## src/rtl/pipe_xform.sv

```systemverilog
// rtl/pipe_xform.sv - multi-channel word transform feeding a valid/ready register pipeline
//
// Purpose:
//   Carries CH independent WIDTH-bit channels through DEPTH register stages.
//   Each word is transformed once, on acceptance, using the mode in force at
//   that moment. A mode change waits until the pipeline is empty, so words
//   already in flight keep the transform they were accepted with.
//
// Ports:
//   CLK        clock, all state updates on the rising edge
//   RST        synchronous active-low reset
//   IN_VALID   upstream word valid
//   IN_READY   word accepted this cycle (combinational)
//   IN         input word, channel k at [k*WIDTH +: WIDTH]
//   MODE       requested transform (00 pass, 01 invert, 10 cond-invert, 11 clear)
//   MODE_LOAD  one-cycle strobe requesting MODE
//   OUT_VALID  last stage holds a word
//   OUT_READY  downstream takes OUT this cycle
//   OUT        last stage data
//   COUNT      number of occupied stages
//   MODE_CUR   transform applied to newly accepted words
//   MODE_PEND  a mode change is waiting for the pipeline to drain

module pipe_xform #(
    parameter int WIDTH = 8,
    parameter int DEPTH = 2,
    parameter int CH    = 2
) (
    input  logic                         CLK,
    input  logic                         RST,
    input  logic                         IN_VALID,
    output logic                         IN_READY,
    input  logic [CH*WIDTH-1:0]          IN,
    input  logic [1:0]                   MODE,
    input  logic                         MODE_LOAD,
    output logic                         OUT_VALID,
    input  logic                         OUT_READY,
    output logic [CH*WIDTH-1:0]          OUT,
    output logic [$clog2(DEPTH+1)-1:0]   COUNT,
    output logic [1:0]                   MODE_CUR,
    output logic                         MODE_PEND
);

    localparam int DW = CH * WIDTH;
    localparam int CW = $clog2(DEPTH + 1);

    logic [DEPTH-1:0] v_q;
    logic [DW-1:0]    d_q [DEPTH];
    logic [DEPTH-1:0] leave;
    logic [DW-1:0]    xin;
    logic             accept;
    logic             drain;
    logic [CW-1:0]    count_q;
    logic [1:0]       mode_cur_q;
    logic [1:0]       pend_val_q;
    logic             pend_q;

    function automatic logic [WIDTH-1:0] xform(input logic [1:0] m, input logic [WIDTH-1:0] x);
        case (m)
            2'b00:   return x;
            2'b01:   return ~x;
            2'b10:   return x[WIDTH-1] ? ~x : x;
            default: return '0;
        endcase
    endfunction

    always_comb begin
        xin = '0;
        for (int k = 0; k < CH; k++) begin
            xin[k*WIDTH +: WIDTH] = xform(mode_cur_q, IN[k*WIDTH +: WIDTH]);
        end
    end

    // leave[i]: stage i hands its word onward this cycle. Evaluated from the
    // output end backwards so a full pipeline can still move when OUT drains,
    // and a bubble downstream lets everything behind it close up.
    always_comb begin
        logic carry;
        leave = '0;
        carry = v_q[DEPTH-1] && OUT_READY;
        leave[DEPTH-1] = carry;
        for (int i = DEPTH - 2; i >= 0; i--) begin
            carry    = v_q[i] && (!v_q[i+1] || carry);
            leave[i] = carry;
        end
    end

    assign drain = leave[DEPTH-1];

    // MODE_LOAD also blocks entry so a load into an idle pipeline never
    // lets a word slip in under the outgoing mode.
    assign IN_READY = RST && !pend_q && !MODE_LOAD && (!v_q[0] || leave[0]);
    assign accept   = IN_VALID && IN_READY;

    always_ff @(posedge CLK) begin
        if (!RST) begin
            v_q        <= '0;
            for (int i = 0; i < DEPTH; i++) begin
                d_q[i] <= '0;
            end
            count_q    <= '0;
            mode_cur_q <= 2'b00;
            pend_val_q <= 2'b00;
            pend_q     <= 1'b0;
        end else begin
            if (accept) begin
                d_q[0] <= xin;
                v_q[0] <= 1'b1;
            end else if (leave[0]) begin
                v_q[0] <= 1'b0;
            end

            // Stage i loads exactly when stage i-1 leaves.
            for (int i = 1; i < DEPTH; i++) begin
                if (leave[i-1]) begin
                    d_q[i] <= d_q[i-1];
                    v_q[i] <= 1'b1;
                end else if (leave[i]) begin
                    v_q[i] <= 1'b0;
                end
            end

            count_q <= count_q + CW'(accept) - CW'(drain);

            // A load arriving in the switch cycle is folded into the switch
            // so the most recent request is the one applied.
            if (pend_q && (count_q == '0)) begin
                mode_cur_q <= MODE_LOAD ? MODE : pend_val_q;
                pend_q     <= 1'b0;
            end else if (MODE_LOAD) begin
                pend_val_q <= MODE;
                pend_q     <= 1'b1;
            end
        end
    end

    assign OUT_VALID = v_q[DEPTH-1];
    assign OUT       = d_q[DEPTH-1];
    assign COUNT     = count_q;
    assign MODE_CUR  = mode_cur_q;
    assign MODE_PEND = pend_q;

endmodule

```

## config.mk

```make
export PLATFORM = sky130hd
export DESIGN_NAME = pipe_xform
export DESIGN_NICKNAME = d
export VERILOG_FILES = /design/src/rtl/pipe_xform.sv
export SDC_FILE = /design/constraint.sdc
export NUM_CORES = 1
export LEC_CHECK = 0
export CAP_MARGIN = 30
export CORE_MARGIN = 1.5
export CORE_UTILIZATION = 51
export DETAILED_ROUTE_END_ITERATION = 10
export HOLD_SLACK_MARGIN = 0.15
export PLACE_DENSITY = 0.87
export SKIP_CTS_REPAIR_TIMING = 1
export SYNTH_ARGS = -nofsm -noshare
export SYNTH_HDL_FRONTEND = slang
export SYNTH_SLANG_ARGS = --single-unit
```

## constraint.sdc

```tcl
create_clock -name CLK -period 2.15 [get_ports CLK]
set_clock_uncertainty 0.15 [all_clocks]
set_input_delay 0.5375 -clock CLK [delete_from_list [all_inputs] [get_ports CLK]]
set_output_delay 0.5375 -clock CLK [all_outputs]
set_load 0.005 [all_outputs]
```

==> flow_metrics.env, run 1 <==
export IMPL_outcome="finished, violations left"
export IMPL_violations="setup timing"
export IMPL_die_area_um2=4870
export IMPL_setup_worst_path_class="in2out"
export IMPL_drt_wl_total_mm=3.67
export IMPL_track_usage_pct=15.4
export IMPL_drtIter0Drc=127
export IMPL_post_route_util_pct=65.2
export IMPL_reg2reg_from="v_q[0]"
export IMPL_boundaryPins=46
export IMPL_dp_cells=269
export IMPL_diodes=0
export IMPL_layout_drive_gt1_share_pct=13.3
export IMPL_clk_latency_ns=0.29
export IMPL_clock_root_buffer="clkbuf_8"
export IMPL_synth_main_ff_cell="edfxtp_1"
export IMPL_powerDensity_nw_per_um2=644
export IMPL_synth_xor_xnor_area_share_pct=6.93
export IMPL_initial_core_util_pct=52.6
export IMPL_regToRegSetupSlack_ns=0.30
export IMPL_yosysTopAreaCellShare_pct=42.2
export IMPL_fillers=324
export IMPL_drc=0
export IMPL_final_cell_count_no_fill=278
export IMPL_die_w_um=69.8
export IMPL_synthMuxAreaShare_pct=1.76
export IMPL_period_share_pct=101
export IMPL_post_dp_hpwl_mm=2.63
export IMPL_synth_fa_ha_area_share_pct=1.10
export IMPL_hold_violations=0
export IMPL_synth_edff_count=32
export IMPL_crit_start="MODE_LOAD"
export IMPL_gp_congestion=0.781
export IMPL_grt_pass1_vias=1313
export IMPL_synth_area_leaders="edfxtp_1 42%, dfxtp_1 7.9%, buf_4 6.3%, a222oi_1 6.2%, and3b_1 6.2%"
export IMPL_yosys_register_bits=41
export IMPL_fin_ws_ns=-0.0218
export IMPL_relSlewSlack_pct=70.7
export IMPL_clkTransAtPathRegs_ns=0.08
export IMPL_post_drt_via_cell_ratio=5.34
export IMPL_path_cells="dlymetal6s2s_1 -> nor2_2 -> and3_4 -> clkdlybuf4s50_1"
export IMPL_irDropWorstVdd_mv=0.307
export IMPL_tightestPinTransition_ns=0.438
export IMPL_setup_violations=1
export IMPL_arrival_ns=1.48
export IMPL_reg2reg_depth=9
export IMPL_path_max_fanout=3
export IMPL_path_depth=4
export IMPL_cts_made_buffers=5
export IMPL_row_count=24
export IMPL_cts_tree="done"
export IMPL_synth_fp_nets=216
export IMPL_cp_top_family="buffers and inverters"
export IMPL_required_ns=1.46
export IMPL_wl_per_cell_um=13.2
export IMPL_slew_violations=0
export IMPL_final_cell_mix="42 x clkdlybuf4s50_1, 32 x edfxtp_1, 16 x and3b_1, 16 x nor2_1, 15 x nor3b_1"
export IMPL_synth_largest_area_cell="edfxtp_1"
export IMPL_cp_endpoint="IN_READY"
export IMPL_cp_start_kind="input port"
export IMPL_synth_cells=191
export IMPL_htreeDepth=2
export IMPL_synth_distinct_cells=32
export IMPL_antenna_found_initial=0
export IMPL_clock_sinks=41
export IMPL_worstSetupEndpointType="output port"
export IMPL_cp_num_buf_inv=2
export IMPL_grt_overflow=0
export IMPL_syn_cell_area_um2=2280
export IMPL_final_common_cell="clkdlybuf4s50_1"
export IMPL_cap_violations=0
export IMPL_synth_top_family_by_area="simple AND/OR/NAND/NOR gates"
export IMPL_dr_pass1_iters=4
export IMPL_synthArstFlopShare_pct=0
export IMPL_synth_warnings=0
export IMPL_yosys_area_share_simple_pct=21.9
export IMPL_grt_setup_unrepaired="yes"
export IMPL_max_freq_mhz=460
export IMPL_fp_coreArea_um2=4320
export IMPL_synth_compound_area_share_pct=8.08
export IMPL_grt_max_degree=46
export IMPL_r2r_end="COUNT[1]"
export IMPL_grt_pass1_wl_mm=5.91
export IMPL_syn_avg_cell_area_um2=11.9
export IMPL_vias=1484
export IMPL_fp_dieH_um=69.8
export IMPL_area_growth_pct=24.0
export IMPL_drtAntennaViolNets=0
export IMPL_clock_path_buffers=2
export IMPL_port_buffers=45
export IMPL_critPathSlowestCell="clkdlybuf4s50_1"
export IMPL_slowest_delay_ns=0.49
export IMPL_nets=250
export IMPL_worstHoldPathType="reg2reg"
export IMPL_finalCriticalPeriod_ns=2.17
export IMPL_yosysSeqAreaShare_pct=50.1
export IMPL_p_leak_nw=1.20
[through the flow]
stage	cell area, um2	setup TNS, ns	hold WS (ns)	setup WS, ns	total power (W)
2_1_floorplan	2280	0	0.284	0.106	0.00121
3_3_place_gp	2690	-16.41	0.291	-0.528	0.00133
3_5_place_dp	2700	-10.73	0.301	-0.425	0.00135
4_1_cts	2790	-1.77	0.312	-0.327	0.00183
5_1_grt	2820	-0.0716	0.332	-0.0716	0.00190
6_report	2820	-0.0218	0.310	-0.0218	0.00182
[sequential cells by signal (all words and copies together), names as in the netlist]
| register | cells |
|---|---|
| v_q | 2 |
| MODE_CUR | 2 |
| MODE_PEND | 1 |
| COUNT | 2 |
| d_q | 32 |
| pend_val_q | 2 |
[report_power, final]
part	switching (W)	internal [W]	total [W]	leakage, nW
clock	0.000253	0.000224	0.000477	0.0439
sequential	0.0000248	0.000918	0.000943	0.411
combinational	0.000186	0.000212	0.000398	0.747
total	0.000465	0.00135	0.00182	1.20
[cell type report]
type	count	area [um2]	share of cell area [%]
multi-input cells	116	920	32.6
flip-flops and latches	41	1140	40.5
well taps	52	65.1	2.31
clock inverters	3	17.5	0.621
repair buffers	58	597	21.2
inverters	3	11.3	0.399
clock buffers	5	68.8	2.44
[worst register-to-register path, stage by stage (launching register included)]
cell	delay [ns]
dfxtp_2	0.36
nand3b_1	0.13
buf_4	0.12
buf_4	0.10
nand4_1	0.10
ha_1	0.29
inv_1	0.04
ha_1	0.18
xnor2_1	0.12
and2_1	0.15
[cells in the mapped netlist (2+ instances only)]
master,number
nor2_1,17
a222oi_1,14
nor4b_4,2
o211a_1,2
a21boi_0,2
buf_2,4
dfxtp_1,9
mux2i_1,4
ha_1,2
and2_1,5
clkbuf_1,4
xor2_1,14
nor3b_1,15
nand2_1,10
buf_4,19
inv_1,2
edfxtp_1,32
xnor2_1,4
and3b_1,16
buf_6,2
[worst min path at each step]
stage / start / end / slack (ns) / depth (start not counted)
after floorplan: pend_val_q[0] / pend_val_q[0] / 0.28 / 2
final: pend_val_q[0] / pend_val_q[0] / 0.31 / 2
after global routing: pend_val_q[0] / pend_val_q[0] / 0.33 / 2
after detailed placement: pend_val_q[0] / pend_val_q[0] / 0.30 / 2
after global placement: pend_val_q[1] / pend_val_q[1] / 0.29 / 2
after CTS: pend_val_q[0] / pend_val_q[0] / 0.31 / 2
[metal layers]
| metal | GRT usage (%) | part of all wire, % | up-vias |
|---|---|---|---|
| met5 | 0 | 0 | - |
| met4 | 8.12 | 1.9 | 0 |
| met3 | 3.78 | 5.7 | 7 |
| met2 | 25.2 | 47 | 48 |
| met1 | 18.9 | 45 | 677 |
| li1 | - | - | 752 |
[logic make-up (layout without fill, tap and decap cells)]
kind of cell    after synthesis  after routing
xor+xnor                     18             18
mux                           4              4
simple gates                 73             73
flops                        41             41
buf+inv                      34             69
fa+ha+maj                     2              2
compound gates               19             19
Power figures use the tool's default switching activity.
==> inputs of run 2 (changes only) <==
CTS_CLUSTER_DIAMETER = 60   (was default)
==> results of run 2 <==
Final layout, timing and power as in run 1 (identical DEF).
